===== src/rtl/shifter_pkg.sv =====
// Shared types and helpers for the pipelined left shifter/rotator.
package shifter_pkg;

   typedef enum logic {
      SHL_LOGIC = 1'b0,
      SHL_ROT   = 1'b1
   } shift_mode_e;

   function automatic int shw(int n);
      return $clog2(n);
   endfunction

endpackage


===== src/rtl/shl_stage.sv =====
// One mux level of the left shifter: optional shift/rotate by SH, then a register.
module shl_stage
   import shifter_pkg::*;
#(
   parameter int N  = 8,
   parameter int SH = 1
) (
   input  logic          clk,
   input  logic          rst_n,
   input  logic          en,
   input  logic          vld_i,
   input  logic [N-1:0]  d_i,
   input  logic          sel,
   input  shift_mode_e   mode_i,
   output logic          vld_o,
   output logic [N-1:0]  d_o,
   output shift_mode_e   mode_o
);

   logic          vld_d, vld_q;
   logic [N-1:0]  data_d, data_q;
   shift_mode_e   mode_d, mode_q;
   logic [N-1:0]  shifted;

   always_comb begin
      shifted = d_i;
      if (sel) begin
         if (mode_i == SHL_ROT) shifted = {d_i[N-1-SH:0], d_i[N-1:N-SH]};
         else                   shifted = {d_i[N-1-SH:0], {SH{1'b0}}};
      end
   end

   always_comb begin
      vld_d  = vld_q;
      data_d = data_q;
      mode_d = mode_q;
      if (en) begin
         vld_d  = vld_i;
         data_d = shifted;
         mode_d = mode_i;
      end
   end

   always_ff @(posedge clk or negedge rst_n) begin
      if (!rst_n) begin
         vld_q  <= 1'b0;
         data_q <= '0;
         mode_q <= SHL_LOGIC;
      end else begin
         vld_q  <= vld_d;
         data_q <= data_d;
         mode_q <= mode_d;
      end
   end

   assign vld_o  = vld_q;
   assign d_o    = data_q;
   assign mode_o = mode_q;

endmodule


===== src/rtl/barrel_shiftl_pipe.sv =====
// Pipelined logarithmic left shifter/rotator, one register per mux level,
// with a single global advance so the whole pipe moves or holds together.
module barrel_shiftl_pipe
   import shifter_pkg::*;
#(
   parameter int N    = 8,
   parameter int ITER = shw(N)
) (
   input  logic             clk,
   input  logic             rst_n,
   input  logic             in_valid,
   output logic             in_ready,
   input  logic [N-1:0]     in_data,
   input  logic [ITER-1:0]  in_sh_amt,
   input  logic             in_mode,
   output logic             out_valid,
   input  logic             out_ready,
   output logic [N-1:0]     out_data,
   output logic [ITER-1:0]  stage_vld
);

   logic             advance;
   logic             vld_s  [ITER];
   logic [N-1:0]     d_s    [ITER];
   shift_mode_e      mode_s [ITER];
   logic [ITER-1:0]  amt_d  [ITER];
   logic [ITER-1:0]  amt_q  [ITER];

   // Bubbles are kept in place; only a valid beat in the last stage can stall.
   assign advance   = !vld_s[ITER-1] || out_ready;
   assign in_ready  = advance;
   assign out_valid = vld_s[ITER-1];
   assign out_data  = d_s[ITER-1];

   always_comb begin
      for (int i = 0; i < ITER; i++) amt_d[i] = amt_q[i];
      if (advance) begin
         amt_d[0] = in_sh_amt;
         for (int i = 1; i < ITER; i++) amt_d[i] = amt_q[i-1];
      end
   end

   always_ff @(posedge clk or negedge rst_n) begin
      if (!rst_n) begin
         for (int i = 0; i < ITER; i++) amt_q[i] <= '0;
      end else begin
         for (int i = 0; i < ITER; i++) amt_q[i] <= amt_d[i];
      end
   end

   for (genvar i = 0; i < ITER; i++) begin : g_stage
      logic          vld_in;
      logic [N-1:0]  d_in;
      shift_mode_e   mode_in;
      logic          sel;

      if (i == 0) begin : g_first
         assign vld_in  = in_valid;
         assign d_in    = in_data;
         assign mode_in = shift_mode_e'(in_mode);
         assign sel     = in_sh_amt[0];
      end else begin : g_next
         assign vld_in  = vld_s[i-1];
         assign d_in    = d_s[i-1];
         assign mode_in = mode_s[i-1];
         assign sel     = amt_q[i-1][i];
      end

      shl_stage #(
         .N  (N),
         .SH (2**i)
      ) u_stage (
         .clk    (clk),
         .rst_n  (rst_n),
         .en     (advance),
         .vld_i  (vld_in),
         .d_i    (d_in),
         .sel    (sel),
         .mode_i (mode_in),
         .vld_o  (vld_s[i]),
         .d_o    (d_s[i]),
         .mode_o (mode_s[i])
      );

      assign stage_vld[i] = vld_s[i];
   end

endmodule


===== config.mk =====
export PLATFORM = sky130hd
export DESIGN_NAME = barrel_shiftl_pipe
export DESIGN_NICKNAME = d
export VERILOG_FILES = /design/src/rtl/shifter_pkg.sv /design/src/rtl/shl_stage.sv /design/src/rtl/barrel_shiftl_pipe.sv
export SDC_FILE = /design/constraint.sdc
export NUM_CORES = 1
export LEC_CHECK = 0
export ABC_CLOCK_PERIOD_IN_PS = 1300
export CORE_UTILIZATION = 30
export DETAILED_ROUTE_END_ITERATION = 8
export SYNTH_ARGS = -nofsm -noshare
export SYNTH_HDL_FRONTEND = slang
export SYNTH_SLANG_ARGS = --single-unit

===== constraint.sdc =====
create_clock -name clk -period 1.3 [get_ports clk]
set_clock_uncertainty 0.1 [all_clocks]
set_input_delay 0.26 -clock clk [delete_from_list [all_inputs] [get_ports clk]]
set_output_delay 0.26 -clock clk [all_outputs]
set_load 0.02 [all_outputs]

**After elaboration in Yosys (flattened, before gate mapping)**

Index checks and enable logic that the tools add are counted.
Widths: inputs -> output; s select.

- Flip-flop bits (word level): 35
- Output and inout bits: 13
- Logic and storage cells: 18

- Mux-type cells: 6
- Reduce and logical (&&, ||, !) cells: 2

Operators with widths:

| kind | number |
|---|---|
| $mux 8 | 3 |
| $mux 4 | 1 |
| $mux 2 | 1 |
| $logic_not 1->1 | 1 |
| $logic_or 1x1->1 | 1 |
| $mux 1 | 1 |

**Logic depth before layout (Yosys ltp)**

- Word-level depth: 2
- Depth in mapped cells: 5
- Depth with buffers taken out: 2

**By module**

From an unflattened synthesis, not the netlist that was laid out.

- Cells, all modules: 134
- Area total of the unflattened synthesis: 1,551.5 sq um

Modules (own cells, without submodules):

| module | times used | cells an instance | area each (sq um) |
|---|---|---|---|
| shl_stage at g_stage[1].u_stage | 1 | 41 | 469.2 |
| shl_stage at g_stage[0].u_stage | 1 | 40 | 466.7 |
| shl_stage at g_stage[2].u_stage | 1 | 43 | 459.2 |
| barrel_shiftl_pipe | 1 | 10 | 156.4 |

**Worst setup path after synthesis**

Ideal clock, no wire load.

- Kind: register to register
- Start point: register amt_q[5] (netlist name)
- End point: register g_stage[2].u_stage.data_q[6]
- Library setup time: 125 ps
- Arrival: 1,217 ps
- Data required time: 1,075 ps
- Path slack: -142 ps
- Cell stages (with the launch flop): 4
- Cells stage by stage: dfrtp_1 > clkbuf_1 > mux2_2 > mux2_4

- Cells in the longest elaborated chain, start to end: 1

Ends and longest elaborated chain:

| item | line | source |
|---|---|---|
| start, declared | barrel_shiftl_pipe.sv:27 | `logic [ITER-1:0] amt_q [ITER];` |
| $mux 8 | shl_stage.sv:27 | `if (sel) begin` |
| end signal, assigned | shl_stage.sv:51 | `data_q <= data_d;` |
| end, declared | shl_stage.sv:21 | `logic [N-1:0] data_d, data_q;` |

Every way passes these cells.
A chain may end at the register's enable or synchronous reset.

**Final worst setup path**

- Start point: register g_stage[2].u_stage.vld_q
- End point: register g_stage[0].u_stage.data_q[7]

- Cells in the longest elaborated chain, start to end: 2

Ends and longest elaborated chain:

| item | line | source |
|---|---|---|
| start, declared | shl_stage.sv:20 | `logic vld_d, vld_q;` |
| start signal, assigned | shl_stage.sv:50 | `vld_q <= vld_d;` |
| $logic_not 1->1 | barrel_shiftl_pipe.sv:30 | `assign advance = !vld_s[ITER-1] \|\| out_ready;` |
| $logic_or 1x1->1 | barrel_shiftl_pipe.sv:30 |  |
| end signal, assigned | shl_stage.sv:51 |  |
| end, declared | shl_stage.sv:21 |  |

Every way passes these cells.

==> impl_metrics.prom <==
# TYPE chip_impl_metric gauge
chip_impl_metric{name="endpoint_required_time_on_the_critical_path",unit="ns"} 1.36
chip_impl_metric{name="cap_violations",unit=""} 0
chip_impl_metric{name="synthDistinctLibCells",unit=""} 13
chip_impl_metric{name="max-clock-path-buffers",unit=""} 2
chip_impl_metric{name="routed_wirelength",unit="mm"} 3.387
chip_impl_metric{name="fin_cells",unit=""} 228
chip_impl_metric{name="place_hpwl",unit="mm"} 2.351
chip_impl_metric{name="placement_rows",unit=""} 26
chip_impl_metric{name="chipWidth",unit="um"} 75.83
chip_impl_metric{name="nNetsFinal",unit=""} 173
chip_impl_metric{name="worstPathArrival",unit="ns"} 1.40
chip_impl_metric{name="cts_htree_levels",unit=""} 2
chip_impl_metric{name="grt_start_max_net_pins",unit=""} 19
chip_impl_info{name="cell_type_with_the_largest_total_area_after_synthesis",value="sky130_fd_sc_hd__dfrtp_1"} 1
chip_impl_metric{name="clock_sink_count",unit=""} 32
chip_impl_metric{name="cp_slowest_stage_delay",unit="ns"} 0.44
chip_impl_metric{name="totalNegativeSetupSlack",unit="ns"} -0.4935
chip_impl_metric{name="synthesis.yosys.warnings",unit=""} 0
chip_impl_info{name="criticalPathCategory",value="flip-flop to flip-flop"} 1
chip_impl_metric{name="synth.ff_latch_count",unit=""} 32
chip_impl_metric{name="groute.usage.overall",unit=""} 0.1351
chip_impl_metric{name="clock_latency",unit="ns"} 0.28
chip_impl_info{name="r2r-start",value="g_stage[2].u_stage.vld_o"} 1
chip_impl_metric{name="power",unit="mW"} 4.221
chip_impl_metric{name="place.port_buffers",unit=""} 28
chip_impl_metric{name="globalRouteOverflowTotal",unit=""} 0
chip_impl_info{name="failed_checks",value="negative setup slack"} 1
chip_impl_info{name="setup.worst_path.end_class",value="flip-flop"} 1
chip_impl_metric{name="setup-violations-final",unit=""} 24
chip_impl_metric{name="worst_hold_slack",unit="ns"} 0.2182
chip_impl_metric{name="synth_area",unit="sq um"} 1635
chip_impl_metric{name="synth.yosys.seq_area_share",unit=""} 0.4897
chip_impl_metric{name="clk_transition_reported_paths",unit="ns"} 0.07
chip_impl_metric{name="placed_cells",unit=""} 215
chip_impl_info{name="critPathLaunchType",value="flip-flop"} 1
chip_impl_metric{name="dr_total_vias",unit=""} 1026
chip_impl_metric{name="place.gp.congestion",unit=""} 0.6789
chip_impl_metric{name="finalCriticalPeriod",unit="ns"} 1.336
chip_impl_metric{name="pwr_density_cell",unit="nW/um^2"} 1960
chip_impl_metric{name="multiInputGateArea",unit="sq um"} 743.2
chip_impl_metric{name="setup.reg_to_reg.worst_slack",unit="ns"} -0.04
chip_impl_metric{name="tritoncts.num_buffers",unit=""} 5
chip_impl_metric{name="yosys.area.top_type_share",unit=""} 0.4897
chip_impl_metric{name="grt_pass1_vias",unit=""} 1154
chip_impl_metric{name="drt-initial-drc-count",unit=""} 35
chip_impl_metric{name="report.final.hold_viol_count",unit=""} 0
chip_impl_metric{name="die_h",unit="um"} 75.83
chip_impl_info{name="rsz0062_at_grt",value="yes"} 1
chip_impl_info{name="synth.top_cells.by_area",value="sky130_fd_sc_hd__dfrtp_1 49%, sky130_fd_sc_hd__mux2_4 19%, sky130_fd_sc_hd__mux2_2 14%, sky130_fd_sc_hd__nor3b_1 3.2%, sky130_fd_sc_hd__nand2b_1 3.1%"} 1
chip_impl_info{name="worstHoldPathType",value="primary input to asynchronous set/reset pin"} 1
chip_impl_metric{name="synth_edf_count",unit=""} 0
chip_impl_metric{name="wl_per_cell",unit="um"} 14.86
chip_impl_metric{name="grt_antenna_before_repair",unit=""} 0
chip_impl_metric{name="asyncSetResetFlopFracSynth",unit=""} 1.000
chip_impl_metric{name="drive_gt1_frac",unit=""} 0.5316
chip_impl_metric{name="timing.final.ws_setup",unit="ns"} -0.03613
chip_impl_info{name="tritoncts_clock_tree",value="done"} 1
chip_impl_info{name="ys.flop_type",value="sky130_fd_sc_hd__dfrtp_1"} 1
chip_impl_info{name="crit_chain",value="nand2b_4 -> buf_8 -> buf_12 -> mux2_4"} 1
chip_impl_metric{name="area.growth.synth_to_final",unit="%"} 31.68
chip_impl_info{name="outcome",value="finished, violations left"} 1
chip_impl_metric{name="fill_cells",unit=""} 488
chip_impl_metric{name="cellLeakagePower",unit="nW"} 0.9744
chip_impl_info{name="synthMostInstantiatedCell",value="sky130_fd_sc_hd__dfrtp_1"} 1
chip_impl_metric{name="synthesis.instances",unit=""} 114
chip_impl_info{name="ys_top_cells_by_count",value="32 x sky130_fd_sc_hd__dfrtp_1, 21 x sky130_fd_sc_hd__mux2_4, 20 x sky130_fd_sc_hd__mux2_2, 8 x sky130_fd_sc_hd__nand2b_1"} 1
chip_impl_metric{name="vdd_drop_max",unit="V"} 0.0005243
chip_impl_metric{name="i_o_pins",unit=""} 29
chip_impl_metric{name="effective_utilization_at_floorplan",unit=""} 0.3162
chip_impl_metric{name="worst-r2r-cell-count",unit=""} 4
chip_impl_metric{name="period_share",unit=""} 1.028
chip_impl_metric{name="ff_latch_area",unit="sq um"} 804.5
chip_impl_metric{name="n_antenna_cell",unit=""} 0
chip_impl_metric{name="route.antenna.remaining_nets",unit=""} 0
chip_impl_metric{name="max_freq",unit="MHz"} 748.4
chip_impl_info{name="critPathSlowestCell",value="sky130_fd_sc_hd__dfrtp_2"} 1
chip_impl_metric{name="slew_headroom",unit=""} 0.8488
chip_impl_metric{name="synth_fp_nets",unit=""} 130
chip_impl_metric{name="final_max_slew_viol_count",unit=""} 0
chip_impl_metric{name="route.detailed.vias_per_inst",unit=""} 4.500
chip_impl_metric{name="path_max_fanout",unit=""} 7
chip_impl_info{name="timing.rr.end",value="g_stage[0].u_stage.d_o[7]"} 1
chip_impl_metric{name="firstDrtPassIters",unit=""} 3
chip_impl_metric{name="worst_pin_slew",unit="ns"} 0.2268
chip_impl_metric{name="drc_errors",unit=""} 0
chip_impl_info{name="ctsRootBufferMaster",value="sky130_fd_sc_hd__clkbuf_8"} 1
chip_impl_metric{name="syn_avg_cell_area",unit="sq um"} 14.34
chip_impl_metric{name="grt_pass1_wl",unit="mm"} 5.485
chip_impl_metric{name="die_area",unit="sq um"} 5750
chip_impl_metric{name="coreArea",unit="sq um"} 5172
==> logic make-up after synthesis <==
family / share of synthesized area
muxes: 0.3305
DFF: 0.4897
and+or+nand+nor: 0.09258
buffers and inverters: 0.06044
AOI/OAI and AO/OA: 0.02678
==> through the flow <==
step | cell area [sq um] | util | setup WS (ns)
floorplan | 1642 | - | -0.05312
global placement | 2048 | 0.3960 | -0.5237
detailed placement | 2048 | 0.3960 | -0.5396
CTS | 2210 | 0.4272 | -0.1047
global route | 2153 | 0.4163 | -0.06947
finish | 2153 | 0.4163 | -0.03613
==> layout make-up <==
type / count / share of cell area
clock inverters: 2 / 0.01627
repair buffers: 47 / 0.1906
clock buffers: 6 / 0.03370
multi-input cells: 71 / 0.3451
well taps: 70 / 0.04067
flip-flops and latches: 32 / 0.3736
==> state kept, by name (all words and copies together), names as in the netlist <==
register,cells
amt_q,3
g_stage.u_stage.d_o,24
g_stage.u_stage.mode_o,2
g_stage.u_stage.vld_o,3
==> routing by layer <==
layer,global-route usage,up-vias,wire length (um)
met5,0,-,0
met4,0.07407,0,78
met3,0.02778,8,93
met2,0.2370,22,1752
met1,0.1533,503,1463
li1,-,493,-
==> worst max-delay path by stage <==
stage,start,to,slack [ns]
global route,g_stage[2].u_stage.vld_o,g_stage[0].u_stage.d_o[7],-0.07
global placement,out_ready,in_ready,-0.52
finish,g_stage[2].u_stage.vld_o,g_stage[0].u_stage.d_o[7],-0.04
CTS,g_stage[2].u_stage.vld_o,g_stage[0].u_stage.d_o[7],-0.10
detailed placement,out_ready,in_ready,-0.54
floorplan,g_stage[2].u_stage.vld_o,g_stage[1].u_stage.d_o[6],-0.05
==> what timing repair did <==
action,CTS,global route
gates cloned,2,0
hold buffers,0,0
setup buffers,5,2
resized for setup,56,13
hold endpoints to repair,0,0
setup endpoints to repair,37,32
==> placed cells by master (no fill, tap or decap), drive strengths merged <==
master,count
mux2,41
a31oi,7
buf,30
clkdlybuf4s15,1
clkinv,1
bufinv,1
nand2b,9
clkbuf,7
nand3,7
nor3b,7
dfrtp,32
clkdlybuf4s50,13
dlygate4sd2,2
==> critical path, delay by kind of cell, from the launching register on <==
family        cells  cell delay [ns]
flops             1             0.44
mux               1             0.30
buf+inv           2             0.28
simple gates      1             0.09
==> power by group <==
group	internal [mW]	switching [mW]	total, mW
clock	0.568	0.347	0.915
combinational	0.983	0.664	1.65
sequential	1.35	0.306	1.66
total	2.90	1.32	4.22
No activity file was read; power rests on OpenSTA's default activity.
